<file path="src/rtl/alu.sv">
// Single-cycle ALU with registered result and Zero flag (one cycle latency).
// Optional Negative/Carry/Overflow flags are built when ALU_EXT_FLAGS_EN is defined.
module alu #(
    parameter int WIDTH = 32
) (
    input  logic             clk,
    input  logic             reset,
    input  logic [WIDTH-1:0] SrcA,
    input  logic [WIDTH-1:0] SrcB,
    input  logic [3:0]       ALUControl,
    output logic [WIDTH-1:0] ALUResult,
    output logic             Zero
`ifdef ALU_EXT_FLAGS_EN
    ,
    output logic             Negative,
    output logic             Carry,
    output logic             Overflow
`endif
);

    localparam logic [3:0] OP_ADD  = 4'b0000;
    localparam logic [3:0] OP_SUB  = 4'b1000;
    localparam logic [3:0] OP_SLL  = 4'b0001;
    localparam logic [3:0] OP_SLT  = 4'b0010;
    localparam logic [3:0] OP_SLTU = 4'b0011;
    localparam logic [3:0] OP_XOR  = 4'b0100;
    localparam logic [3:0] OP_SRL  = 4'b0101;
    localparam logic [3:0] OP_SRA  = 4'b1101;
    localparam logic [3:0] OP_OR   = 4'b0110;
    localparam logic [3:0] OP_AND  = 4'b0111;

    logic [4:0]       shamt;
    logic [WIDTH-1:0] result_d, result_q;
    logic             zero_d, zero_q;

    // Only the low five bits of SrcB steer the shifter.
    assign shamt = SrcB[4:0];

    always_comb begin
        result_d = '0;
        case (ALUControl)
            OP_ADD:  result_d = SrcA + SrcB;
            OP_SUB:  result_d = SrcA - SrcB;
            OP_SLL:  result_d = SrcA << shamt;
            OP_SLT:  result_d[0] = ($signed(SrcA) < $signed(SrcB));
            OP_SLTU: result_d[0] = (SrcA < SrcB);
            OP_XOR:  result_d = SrcA ^ SrcB;
            OP_SRL:  result_d = SrcA >> shamt;
            OP_SRA:  result_d = $signed(SrcA) >>> shamt;
            OP_OR:   result_d = SrcA | SrcB;
            OP_AND:  result_d = SrcA & SrcB;
            default: result_d = '0;
        endcase
        zero_d = (result_d == '0);
    end

    always_ff @(posedge clk) begin
        if (reset) begin
            result_q <= '0;
            zero_q   <= 1'b1;
        end else begin
            result_q <= result_d;
            zero_q   <= zero_d;
        end
    end

    assign ALUResult = result_q;
    assign Zero      = zero_q;

`ifdef ALU_EXT_FLAGS_EN
    logic [WIDTH:0] add_ext, sub_ext;
    logic           negative_d, negative_q;
    logic           carry_d, carry_q;
    logic           overflow_d, overflow_q;

    // Subtraction as A + ~B + 1, so the carry-out is the inverted borrow.
    always_comb begin
        add_ext    = {1'b0, SrcA} + {1'b0, SrcB};
        sub_ext    = {1'b0, SrcA} + {1'b0, ~SrcB} + {{WIDTH{1'b0}}, 1'b1};
        negative_d = result_d[WIDTH-1];
        carry_d    = 1'b0;
        overflow_d = 1'b0;
        if (ALUControl == OP_ADD) begin
            carry_d    = add_ext[WIDTH];
            overflow_d = (SrcA[WIDTH-1] == SrcB[WIDTH-1]) &&
                         (add_ext[WIDTH-1] != SrcA[WIDTH-1]);
        end else if (ALUControl == OP_SUB) begin
            carry_d    = sub_ext[WIDTH];
            overflow_d = (SrcA[WIDTH-1] != SrcB[WIDTH-1]) &&
                         (sub_ext[WIDTH-1] != SrcA[WIDTH-1]);
        end
    end

    always_ff @(posedge clk) begin
        if (reset) begin
            negative_q <= 1'b0;
            carry_q    <= 1'b0;
            overflow_q <= 1'b0;
        end else begin
            negative_q <= negative_d;
            carry_q    <= carry_d;
            overflow_q <= overflow_d;
        end
    end

    assign Negative = negative_q;
    assign Carry    = carry_q;
    assign Overflow = overflow_q;
`endif

endmodule

</file>
<file path="config.mk">
export PLATFORM = sky130hd
export DESIGN_NAME = alu
export DESIGN_NICKNAME = d
export VERILOG_FILES = /design/src/rtl/alu.sv
export SDC_FILE = /design/constraint.sdc
export NUM_CORES = 1
export LEC_CHECK = 0
export ABC_CLOCK_PERIOD_IN_PS = 12930
export BUFFER_PORTS_ARGS = -buffer_cell sky130_fd_sc_hd__buf_4
export CAP_MARGIN = 20
export CORE_MARGIN = 2
export CORE_UTILIZATION = 54
export CTS_BUF_LIST = sky130_fd_sc_hd__clkbuf_16
export DETAILED_ROUTE_END_ITERATION = 16
export PLACE_DENSITY = 0.74
export SYNTH_ARGS = -nofsm -noshare
export SYNTH_HDL_FRONTEND = slang
export SYNTH_SLANG_ARGS = --single-unit
</file>
<file path="constraint.sdc">
create_clock -name clk -period 12.93 [get_ports clk]
set_input_delay 1.293 -clock clk [delete_from_list [all_inputs] [get_ports clk]]
set_output_delay 1.293 -clock clk [all_outputs]
set_load 0.005 [all_outputs]
</file>
-- After elaboration in Yosys (flattened, before gate mapping)
Index checks and enable logic that the tools add are counted.
- output and inout bits: 33
- memory bits (writable): 0
- input bits: 70
- bits in read-only memories: 0
- memories kept: 0
- latch bits: 0
- bits in registers: 33
- logic and storage cells: 25
- $mul: 0
- shifts and indexed selects: 3
- bitwise logic cells: 3
- divide/modulo/power cells: 0
- equality and inequality tests: 9
- multiplexer cells: 2
- add/sub/neg operators: 2
- $lt $le $gt $ge: 2
- reduce and logical (&&, ||, !) cells: 2
- operator list (cell ; count):
    31-bit case mux with 8 select lines ; 1
    32-bit < comparator ; 2
    32-bit adder ; 1
    32-bit AND ; 1
    32-bit zero test ; 1
    32-bit OR ; 1
    32-bit by 5-bit << shifter with 32-bit output ; 1
    32-bit by 5-bit right shift with 32-bit output ; 1
    32-bit by 5-bit >>> shifter with 32-bit output ; 1
    32-bit subtractor ; 1
    32-bit XOR ; 1
    4-bit by 3-bit == test with 1-bit output (second input constant) ; 4
    1-bit case mux with 10 select lines ; 1
    4-bit by 2-bit == test with 1-bit output (second input constant) ; 2
    4-bit == test (second input constant) ; 2
    4-bit by 1-bit == test with 1-bit output (second input constant) ; 1
    4-bit zero test ; 1

-- Longest topological paths before layout
- word-level depth: 3
- mapped depth: 18
- gate-level depth less buffers: 14

-- Least setup slack after synthesis
OpenSTA, ideal clock, no wires.
- path type: input -> register
- start: in SrcB[3]
- end: reg zero_q (netlist: Zero)
- setup time: 0.087 ns
- cell stages on the path: 16
- path slack: 7.609 ns
- path buffers: 4
- arrival: 5.234 ns
- data required time: 12.843 ns
- cells stage by stage: buf_2 -> inv_1 -> buf_2 -> buf_1 -> buf_1 -> ha_1 -> or4_4 -> a21boi_2 -> a41oi_1 -> nor2b_1 -> xnor2_1 -> o221ai_1 -> nand2b_1 -> or4_1 -> or4_1 -> o31ai_1
- cells in the longest elaborated chain, start to end: 3
- elaborated cells between the ends (all ways): 13
- classes of those cells: add/sub (2); order compare (2); shift (3); mux (2); bitwise (3); reduce/logical (1)
- RTL lines (element ; line ; source):
    start, declared ; 9 ; input logic [WIDTH-1:0] SrcB,
    32-bit subtractor, or another cell as far along ; 43 ; OP_SUB: result_d = SrcA - SrcB;
    31-bit case mux with 8 select lines or 1-bit case mux with 10 select lines (tied branches) ; 41 ; case (ALUControl)
    32-bit zero test (*) ; 54 ; zero_d = (result_d == '0);
    end signal, assigned ; 63 ; zero_q <= zero_d;
    end, declared ; 34 ; logic zero_d, zero_q;
Mark *: on every way between the ends. The rest lies on a longest branch, timed or not.
A chain may end at the register's enable or synchronous reset.

-- Worst setup path in the final report
- start: in SrcB[0]
- end: reg zero_q (netlist: Zero)
- cells in the longest elaborated chain, start to end: 3
- elaborated cells between the ends (all ways): 13
- classes of those cells: add/sub (2); order compare (2); shift (3); mux (2); bitwise (3); reduce/logical (1)
- RTL lines (element ; line):
    32-bit subtractor, or another cell as far along ; 43
    1-bit case mux with 10 select lines or 31-bit case mux with 8 select lines (tied branches) ; 41
    32-bit zero test (*) ; 54
Marked as above.

==> metrics.txt <==
dpl ws 7.00 ns; Crit Path Class input port to flip-flop; Final Setup Violations 0; DRC 0; Crit. End Element flip-flop; # rows 51; Fin. Hold Viols 0; VDD IR-drop max 0.0465 mV; critical-path maximum fanout 54; Tmin final 5.78 ns; maximum clock path buffer count 2; final WL 47400 um; Final GP Congestion 1.09; Starting DRT DRC Count 1618; Die Wd 145 um; M1 WL 18200 um; dpl hpwl 36400 um; clk slew on worst S/H paths 0.05 ns; synthesized flop and latch total 33; Max H-tree Level 2; Sink Count 33; Main synth FF type dfxtp_1; First-pass DRT Iterations 9; cts bufs inserted 5; CP startpoint kind input port; Hold Crit Class input port to flip-flop; unrepaired setup endpoints after global routing no; Root Buffer clkbuf_16; cell with the most instances after synthesis nor2_1; Die Y 145 um; run status finished, final reports clean; # hold bufs at CTS 0; first-pass GRT wire length 70000 um; FF/Latch Area 661 sq um; max-slew violations 0; CTS tree yes; share of cells above drive strength 1 14.0%; Final WS setup 7.15 ns; static leakage 4.89 nW; wire length per cell 26.9 um; met3 wire length 5250 um; Multi-input gate area 9050 sq um; vias in the first global route 11300; GRT Total Usage 44.5%; EDFF count, synth 0; ANT nets after route 0; Syn Inst Count 1496; ranking of synthesized cells by area ha_1, mux2i_1, mux4_2, dfxtp_1, nor2_1; Max Fclk 173 MHz; Setup TNS Final 0 ns; boundary pin count 103; post-cts sizing count 0; synth warn 0; Worst Max-Slew Pin Slew 1.14 ns; filler instances 1927; largest net degree at the start of global routing 57; top sig layer met4; Avg Inst Size Synth 7.13 sq um; initial antenna violation count 2; ys async rst share 0%; DR vias/cell 7.17; CORE AREA 19400 sq um; syn_nets 1673; top cells by count, synth nor2_1, nand2_1, a21oi_1; sequential share of the synthesized area 6.19%; DR WL met2 20300 um; Max-Slew Margin vs Limit 23.3%; crit share post-route 44.7%; top cell type's share of synthesized area 12.3%; leading area contributor after synthesis ha_1; Yosys cell types 97; PD cells 61.8 nW/um^2; worst path arrival time 5.98 ns; max_cap viols 0; PortBufs 102; die area 20900 sq um; Area Growth Syn to Fin 6.99%; Final nets 1672; setup bufs post-CTS 0; via count 12600; critical path required time 13.12 ns; Starting Density 55.0%; Overflow after GRT 0; Mapped Area 10700 sq um
-- final timing paths --
kind / startpoint / endpoint / slack (ns) / cells after the start
worst max-delay path: SrcB[0] / Zero / 7.15 / 13
worst min-delay path: reset / ALUResult[26] / 1.39 / 2
-- logic make-up after synthesis --
kind of cell | synth area share (%)
and+or+nand+nor | 22.3
AOI/OAI and AO/OA | 30.0
buffers and inverters | 9.18
muxes | 18.4
adders and majority gates | 12.7
DFF | 6.19
xor gates and xnor gates | 1.23
-- report_power, final --
part	internal, W	leakage [nW]	total [W]	switching, W
clock	0.0000697	0.0748	0.000111	0.0000412
combinational	0.000172	4.54	0.000482	0.000310
sequential	0.000111	0.272	0.000113	0.00000224
total	0.000353	4.89	0.000706	0.000353
-- layout by cell type, fill, tap and decap left out, types with 5 or more instances in the layout --
cell	instances
nand2b_1	18
a211oi_1	29
o21a_1	11
inv_1	93
nor2b_1	11
nand4_1	18
a311oi_1	8
clkbuf_16	5
o211ai_1	37
and3_1	8
o2111ai_1	7
nor2_1	170
nor4_1	19
mux2_2	16
a21oi_1	113
nor3_1	37
a221oi_1	10
o22ai_1	23
buf_4	117
or2_2	7
o31ai_1	13
o221ai_1	14
dfxtp_1	33
a21o_1	15
nand3_1	42
o21bai_1	8
nand2_1	118
mux4_2	35
ha_1	105
o21ai_1	5
mux2i_1	93
and2_1	6
or4_1	11
o21ai_0	88
xnor2_1	12
a22oi_1	11
a221o_1	6
a31oi_1	18
-- state kept, by name, indices dropped and copies added, names as in the netlist --
| signal | count |
|---|---|
| ALUResult | 32 |
| Zero | 1 |
-- per-layer routing --
| layer | vias up | global-route usage (%) |
|---|---|---|
| li1 | 5567 | - |
| met1 | 5834 | 58.4 |
| met2 | 1029 | 68.5 |
| met3 | 203 | 6.99 |
| met4 | 0 | 27.2 |
| met5 | - | 0 |
-- layout make-up --
class | instances | share of cell area [%]
flip-flops and latches | 33 | 5.79
repair buffers | 117 | 7.69
well taps | 265 | 2.90
multi-input cells | 1243 | 79.3
diodes | 1 | 0.0219
clock inverters | 3 | 0.121
clock buffers | 5 | 1.10
inverters | 95 | 3.12
-- per-stage QoR --
stage	util (%)	cells	cell area, sq um	total power, W	hold WS, ns
floorplan	-	1496	10700	0.000424	1.58
global placement	58.1	1753	11300	0.000573	1.67
detailed placement	58.1	1753	11300	0.000576	1.67
CTS	58.8	1761	11400	0.000687	1.39
global route	58.8	1761	11400	0.000739	1.41
finish	58.9	1762	11400	0.000706	1.39
-- worst max-delay path: stages --
cell and delay (ns):
buf_4 0.31, buf_4 0.58, inv_2 0.51, ha_1 0.41, nand2_1 0.22, a222oi_1 0.20
a32o_1 0.27, or4b_4 0.49, nor4_2 0.15, nand4_1 0.13, or4_1 0.49, or4_1 0.60
o31ai_1 0.26
(Power assumes the default switching activity.)
